## src/rtl/clkmon_pkg.sv

```systemverilog
`default_nettype none
// +----------------------------------------------------------------------------+
// | Module  : clkmon_pkg                                                       |
// | Brief   : Shared types and sizing helpers for the divided-clock monitor.   |
// | Rev     : 1.0                                                              |
// +----------------------------------------------------------------------------+
package clkmon_pkg;

  typedef enum logic [1:0] {
    IDLE    = 2'd0,
    ACQUIRE = 2'd1,
    LOCKED  = 2'd2,
    FAULT   = 2'd3
  } state_t;

  localparam int DEF_CNT_W    = 8;
  localparam int DEF_LOCK_CNT = 4;
  localparam int GOOD_CNT_W   = $clog2(DEF_LOCK_CNT + 1);

  // Good-count width for an arbitrary LOCK_CNT override.
  function automatic int good_cnt_width(input int lock_cnt);
    return (lock_cnt < 1) ? 1 : $clog2(lock_cnt + 1);
  endfunction

endpackage
`default_nettype wire

```

## src/rtl/clkmon_edge_det.sv

```systemverilog
`default_nettype none
// +----------------------------------------------------------------------------+
// | Module  : clkmon_edge_det                                                  |
// | Brief   : Samples div_clk as data, flags rising edges, registers a pulse.  |
// |           CLK_DIV_MONITOR_SYNC_EN adds a 2-flop input synchroniser.        |
// | Rev     : 1.0                                                              |
// +----------------------------------------------------------------------------+
module clkmon_edge_det (
  input  logic clk_i,
  input  logic rst_ni,
  input  logic div_clk_i,
  output logic rise_o,
  output logic edge_pulse_o
);

  logic div_d;
  logic div_q;
  logic edge_pulse_q;

`ifdef CLK_DIV_MONITOR_SYNC_EN
  logic [1:0] sync_q;

  always_ff @(posedge clk_i or negedge rst_ni) begin
    if (!rst_ni) begin
      sync_q <= 2'b00;
    end else begin
      sync_q <= {sync_q[0], div_clk_i};
    end
  end

  assign div_d = sync_q[1];
`else
  assign div_d = div_clk_i;
`endif

  always_ff @(posedge clk_i or negedge rst_ni) begin
    if (!rst_ni) begin
      div_q        <= 1'b0;
      edge_pulse_q <= 1'b0;
    end else begin
      div_q        <= div_d;
      edge_pulse_q <= rise_o;
    end
  end

  assign rise_o       = div_d & ~div_q;
  assign edge_pulse_o = edge_pulse_q;

endmodule
`default_nettype wire

```

## src/rtl/clk_div_monitor.sv

```systemverilog
`default_nettype none
// +----------------------------------------------------------------------------+
// | Module  : clk_div_monitor                                                  |
// | Brief   : Edge pulse, period measurement, lock and sticky fault for a      |
// |           divided clock sampled on clk. Option: CLK_DIV_MONITOR_SYNC_EN.   |
// | Rev     : 1.0                                                              |
// +----------------------------------------------------------------------------+
module clk_div_monitor
  import clkmon_pkg::*;
#(
  parameter int CNT_W      = DEF_CNT_W,
  parameter int EXP_PERIOD = 4,
  parameter int TOL        = 0,
  parameter int LOCK_CNT   = DEF_LOCK_CNT,
  parameter int TIMEOUT    = 16
) (
  input  logic             clk_i,
  input  logic             rst_ni,
  input  logic             div_clk_i,
  input  logic             fault_clr_i,
  output logic             edge_pulse_o,
  output logic [CNT_W-1:0] period_o,
  output logic             locked_o,
  output logic             fault_o
);

  localparam int GW   = good_cnt_width(LOCK_CNT);
  localparam int LO_I = (EXP_PERIOD > TOL) ? (EXP_PERIOD - TOL) : 0;
  localparam int HI_I = EXP_PERIOD + TOL;

  localparam logic [CNT_W:0]   GOOD_LO   = (CNT_W+1)'(LO_I);
  localparam logic [CNT_W:0]   GOOD_HI   = (CNT_W+1)'(HI_I);
  localparam logic [CNT_W-1:0] TMO_C     = CNT_W'(TIMEOUT);
  localparam logic [CNT_W-1:0] CNT_MAX   = {CNT_W{1'b1}};
  localparam logic [GW-1:0]    LOCK_C    = GW'(LOCK_CNT);
  localparam logic [GW-1:0]    GCNT_ONE  = GW'(1);
  localparam logic [CNT_W-1:0] CNT_ONE   = CNT_W'(1);

  state_t           state_q, state_d;
  logic [CNT_W-1:0] per_cnt_q, per_cnt_d;
  logic [GW-1:0]    good_cnt_q, good_cnt_d;
  logic [CNT_W-1:0] period_q, period_d;
  logic             locked_q;
  logic             fault_q;

  logic             rise;
  logic             good;
  logic             timeout;
  logic [CNT_W:0]   per_cnt_ext;

  clkmon_edge_det u_edge_det (
    .clk_i        (clk_i),
    .rst_ni       (rst_ni),
    .div_clk_i    (div_clk_i),
    .rise_o       (rise),
    .edge_pulse_o (edge_pulse_o)
  );

  assign per_cnt_ext = {1'b0, per_cnt_q};
  assign good        = (per_cnt_ext >= GOOD_LO) && (per_cnt_ext <= GOOD_HI);
  assign timeout     = (per_cnt_q == TMO_C) && !rise;

  always_comb begin
    state_d    = state_q;
    good_cnt_d = good_cnt_q;
    period_d   = period_q;
    if (rise) begin
      per_cnt_d = CNT_ONE;
    end else if (per_cnt_q == CNT_MAX) begin
      per_cnt_d = per_cnt_q;
    end else begin
      per_cnt_d = per_cnt_q + CNT_ONE;
    end

    unique case (state_q)
      IDLE: begin
        if (rise) begin
          state_d    = ACQUIRE;
          good_cnt_d = '0;
        end else if (timeout) begin
          state_d = FAULT;
        end
      end
      ACQUIRE: begin
        if (rise) begin
          period_d = per_cnt_q;
          if (good) begin
            good_cnt_d = good_cnt_q + GCNT_ONE;
            if (good_cnt_d == LOCK_C) begin
              state_d = LOCKED;
            end
          end else begin
            good_cnt_d = '0;
          end
        end else if (timeout) begin
          state_d = FAULT;
        end
      end
      LOCKED: begin
        if (rise) begin
          period_d = per_cnt_q;
          if (!good) begin
            state_d = FAULT;
          end
        end else if (timeout) begin
          state_d = FAULT;
        end
      end
      FAULT: begin
        // Clear wins over a coincident rise: acquisition restarts from zero.
        if (fault_clr_i) begin
          state_d    = IDLE;
          per_cnt_d  = '0;
          good_cnt_d = '0;
        end
      end
      default: begin
        state_d = IDLE;
      end
    endcase
  end

  always_ff @(posedge clk_i or negedge rst_ni) begin
    if (!rst_ni) begin
      state_q    <= IDLE;
      per_cnt_q  <= '0;
      good_cnt_q <= '0;
      period_q   <= '0;
      locked_q   <= 1'b0;
      fault_q    <= 1'b0;
    end else begin
      state_q    <= state_d;
      per_cnt_q  <= per_cnt_d;
      good_cnt_q <= good_cnt_d;
      period_q   <= period_d;
      locked_q   <= (state_d == LOCKED);
      fault_q    <= (state_d == FAULT);
    end
  end

  assign period_o = period_q;
  assign locked_o = locked_q;
  assign fault_o  = fault_q;

endmodule
`default_nettype wire

```

## config.mk

```make
export PLATFORM = sky130hd
export DESIGN_NAME = clk_div_monitor
export DESIGN_NICKNAME = d
export VERILOG_FILES = /design/src/rtl/clkmon_pkg.sv /design/src/rtl/clkmon_edge_det.sv /design/src/rtl/clk_div_monitor.sv
export SDC_FILE = /design/constraint.sdc
export NUM_CORES = 1
export LEC_CHECK = 0
export ABC_AREA = 1
export ABC_CLOCK_PERIOD_IN_PS = 1300
export CAP_MARGIN = 20
export CORE_AREA = 2 2 54 56
export CTS_BUF_LIST = sky130_fd_sc_hd__clkbuf_4
export DETAILED_ROUTE_END_ITERATION = 8
export DIE_AREA = 0 0 56 58
export GPL_TIMING_DRIVEN = 0
export PLACE_DENSITY = 0.86
export SKIP_CTS_REPAIR_TIMING = 1
export SLEW_MARGIN = 5
export SYNTH_ARGS = -nofsm -noshare
export SYNTH_HDL_FRONTEND = slang
export SYNTH_HIERARCHICAL = 1
export SYNTH_SLANG_ARGS = --single-unit
```

## constraint.sdc

```tcl
create_clock -name clk_i -period 1.3 [get_ports clk_i]
set_input_delay 0.26 -clock clk_i [delete_from_list [all_inputs] [get_ports clk_i]]
set_output_delay 0.26 -clock clk_i [all_outputs]
set_load 0.05 [all_outputs]
```

==> metrics.yaml <==
synthesis:
  netlist-cell-type-count: 26
  synth.cell_area_um2: 1320
  flop_and_latch_count_out_of_synthesis: 25
  synthCells: 151
  yosysWarningCount: 6
  synth_nets: 164
  syn_area_per_cell_um2: 8.76
  seq_area_frac_synth_pct: 47.3
worst_setup_path:
  r2r_setup_slack_ns: -0.20
  worst_path_arrival_time_ns: 1.75
  cell_breakdown_of_the_critical_path: "inv_2 -> ha_4 -> nand4_1 -> nor2_1 -> nor2_1 -> nand2_1 -> nand2_1 -> nand2_1 -> nand2_2 -> nor2_2"
  worst_setup_path_end_kind: "flip-flop"
  critical-path-top-delay-family: "simple AND/OR/NAND/NOR gates"
  path_common_cell: "sky130_fd_sc_hd__nand2_1"
  critical_path_class: "reg2reg"
  critPathMaxFanout: 3
  slowest_delay_ns: 0.47
  critPathLaunchType: "flip-flop"
  timing.critical_path.buf_inv: 1
  critical_path_required_ns: 1.55
  critical_path.slowest_cell: "sky130_fd_sc_hd__dfrtp_1"
drt:
  route.detailed.vias_per_inst: 5.36
  remaining_drc_errors: 0
  vias: 1153
  drtPass1Iterations: 4
  postRouteAntennaNets: 0
  detail_route.wl_per_cell_um: 14.7
  drtIter0Drc: 16
  wl_um: 3160
clock_tree:
  clockBufferDepth: 2
  clock-sinks: 25
  clockRootBuffer: "sky130_fd_sc_hd__clkbuf_4"
  cts.htree.levels: 1
  tritoncts.num_buffers: 3
  clock_tree_from_tritoncts: "done"
  clk_latency_ns: 0.30
  clock_transition_at_the_registers_of_the_reported_paths_ns: 0.13
timing:
  post-route-min-period_ns: 1.50
  report.final.slew_viol_count: 0
  unrepaired_setup_endpoints_after_global_routing: "yes"
  timing.clock.skew_ns: 0.00487
  setup_viol_count_final: 15
  finalHoldViolations: 0
  timing.final.crit_share_pct: 115
  timing.final.ws_setup_ns: -0.197
  slew_headroom_pct: 58.7
  worst-slew-pin-transition_ns: 0.617
  clock.fmax_ghz: 0.668
grt:
  gr-usage-all-layers_pct: 17.6
  global_route_wire_length_before_repair_um: 4620
  grt_start_max_net_pins: 26
  grt.overflow.total: 0
  first_global_vias: 1098
  antenna_found_initial: 0
power:
  power.static_leakage_nw: 0.862
  power.density_nw_per_um2: 2020
  total_power_draw_w: 0.00366
  power.ir.vdd_worst_uv: 1530
run_status:
  status: "finished with violations"
  failed_checks: "setup timing"
die:
  core_area_um2: 2660
  die-width_um: 56
  floorplan.rows: 19
  design.portCount: 15
  fp.dieArea_um2: 3250
  initial_utilization_pct: 49.7
  floorplan_die_height_um: 58
placement:
  post_dp_cell_area_um2: 1540
  dpl.cell_count: 196
  dp_worst_setup_slack_ns: -0.632
  io_buffer_count: 14
  detailed_place_hpwl_um: 1920
  globalplace.congestion: 0.848
min_path:
  hold_class: "in2reg"
finish:
  diode_insertion_count_for_antenna_repair: 0
  post_route_cells_drive_above_1_share_pct: 44.6
  design_area_um2: 1810
  final_cell_mix: "22 x sky130_fd_sc_hd__nand2_1, 22 x sky130_fd_sc_hd__dfrtp_1, 17 x sky130_fd_sc_hd__inv_1"
  final-seq-area_um2: 629
  multi_input_comb_area_um2: 769
  fill_cells: 195
  syn_to_final_growth_pct: 37.2
  fin_nets: 198
  layoutNonFillerInstCount: 215
flow_run:
  drv.max_cap_violation_count: 0
## worst paths after layout
check	startpoint	to	cells after the start
min reg2reg	u_edge_det/div_q	u_edge_det/edge_pulse_o	1
min in group asynchronous	rst_ni	good_cnt_q[2]	1
max reg2reg	per_cnt_q[0]	locked_o	10
min	div_clk_i	u_edge_det/div_q	1
max in group asynchronous	rst_ni	per_cnt_q[7]	2
max	per_cnt_q[0]	locked_o	10
## Yosys cell counts
| cell type | n | area share (%) |
|---|---|---|
| sky130_fd_sc_hd__nand2_1 | 30 | 8.5 |
| sky130_fd_sc_hd__dfrtp_1 | 25 | 47 |
| sky130_fd_sc_hd__inv_1 | 24 | 6.8 |
| sky130_fd_sc_hd__o21ai_0 | 14 | 5.3 |
| sky130_fd_sc_hd__nor2_1 | 10 | 2.8 |
| sky130_fd_sc_hd__ha_1 | 9 | 8.5 |
| sky130_fd_sc_hd__a21oi_1 | 5 | 1.9 |
| sky130_fd_sc_hd__nand4_1 | 4 | 1.9 |
| sky130_fd_sc_hd__nand2_2 | 3 | 1.4 |
| sky130_fd_sc_hd__nand3_1 | 3 | 1.1 |
| sky130_fd_sc_hd__nand3_2 | 3 | 2.3 |
| sky130_fd_sc_hd__nor3_1 | 3 | 1.1 |
| sky130_fd_sc_hd__a211oi_1 | 2 | 1.1 |
| sky130_fd_sc_hd__nor2_2 | 2 | 0.95 |
| sky130_fd_sc_hd__nor2_4 | 2 | 1.7 |
| sky130_fd_sc_hd__xor2_1 | 2 | 1.3 |
| sky130_fd_sc_hd__a211oi_2 | 1 | 0.95 |
| sky130_fd_sc_hd__clkbuf_1 | 1 | 0.28 |
| sky130_fd_sc_hd__inv_2 | 1 | 0.28 |
| sky130_fd_sc_hd__mux2_2 | 1 | 0.85 |
| sky130_fd_sc_hd__mux2i_1 | 1 | 0.76 |
| sky130_fd_sc_hd__nor3_2 | 1 | 0.76 |
| sky130_fd_sc_hd__o21a_1 | 1 | 0.57 |
| sky130_fd_sc_hd__o21ai_1 | 1 | 0.38 |
| sky130_fd_sc_hd__o21bai_1 | 1 | 0.57 |
| sky130_fd_sc_hd__o22ai_1 | 1 | 0.47 |
## power breakdown
part | switching (W) | internal (W)
combinational | 0.00128 | 0.000843
clock | 0.000221 | 0.000140
sequential | 0.000212 | 0.000965
total | 0.00171 | 0.00195
## final cells by class
| cell class | instances | share of cell area [%] |
|---|---|---|
| multi-input combinational | 100 | 42.4 |
| sequential | 25 | 34.7 |
| clock buffer | 4 | 1.66 |
| buffer | 1 | 0.828 |
| timing repair buffer | 29 | 12.8 |
| inverter | 25 | 5.45 |
| tap | 31 | 2.14 |
## registers in the layout (all words and copies together), names as in the netlist
signal / cells
per_cnt_q: 8
period_o: 8
good_cnt_q: 3
state_q: 2
fault_o: 1
locked_o: 1
u_edge_det/div_q: 1
u_edge_det/edge_pulse_o: 1
## per-stage QoR
step / utilization (%) / hold slack (ns) / TNS (ns)
3_3_place_gp: 57.8 / 0.457 / -16.44
2_1_floorplan: - / -0.0356 / 0
3_5_place_dp: 57.8 / 0.468 / -18.95
4_1_cts: 58.9 / 0.406 / -8.41
6_report: 68.1 / 0.106 / -1.68
5_1_grt: 68.1 / 0.0938 / -3.15
## cell families after synthesis
family	after synthesis	share of synthesized area, %
AO/OA/AOI/OAI	26	11.3
XOR/XNOR	2	1.32
flip-flops	25	47.3
adder cells (fa/ha/maj)	9	8.51
AND/OR/NAND/NOR	61	22.6
multiplexers	2	1.61
buffers and inverters	26	7.38
## metal layers
metal | track usage [%] | wire length (µm) | vias to the layer above
met2 | 31.8 | 1800 | 28
met3 | 2.90 | 103 | 6
met1 | 22.1 | 1210 | 569
met4 | 4.08 | 50 | 0
li1 | - | - | 550
met5 | 0 | 0 | -
No activity file was read; power rests on OpenSTA's default activity.
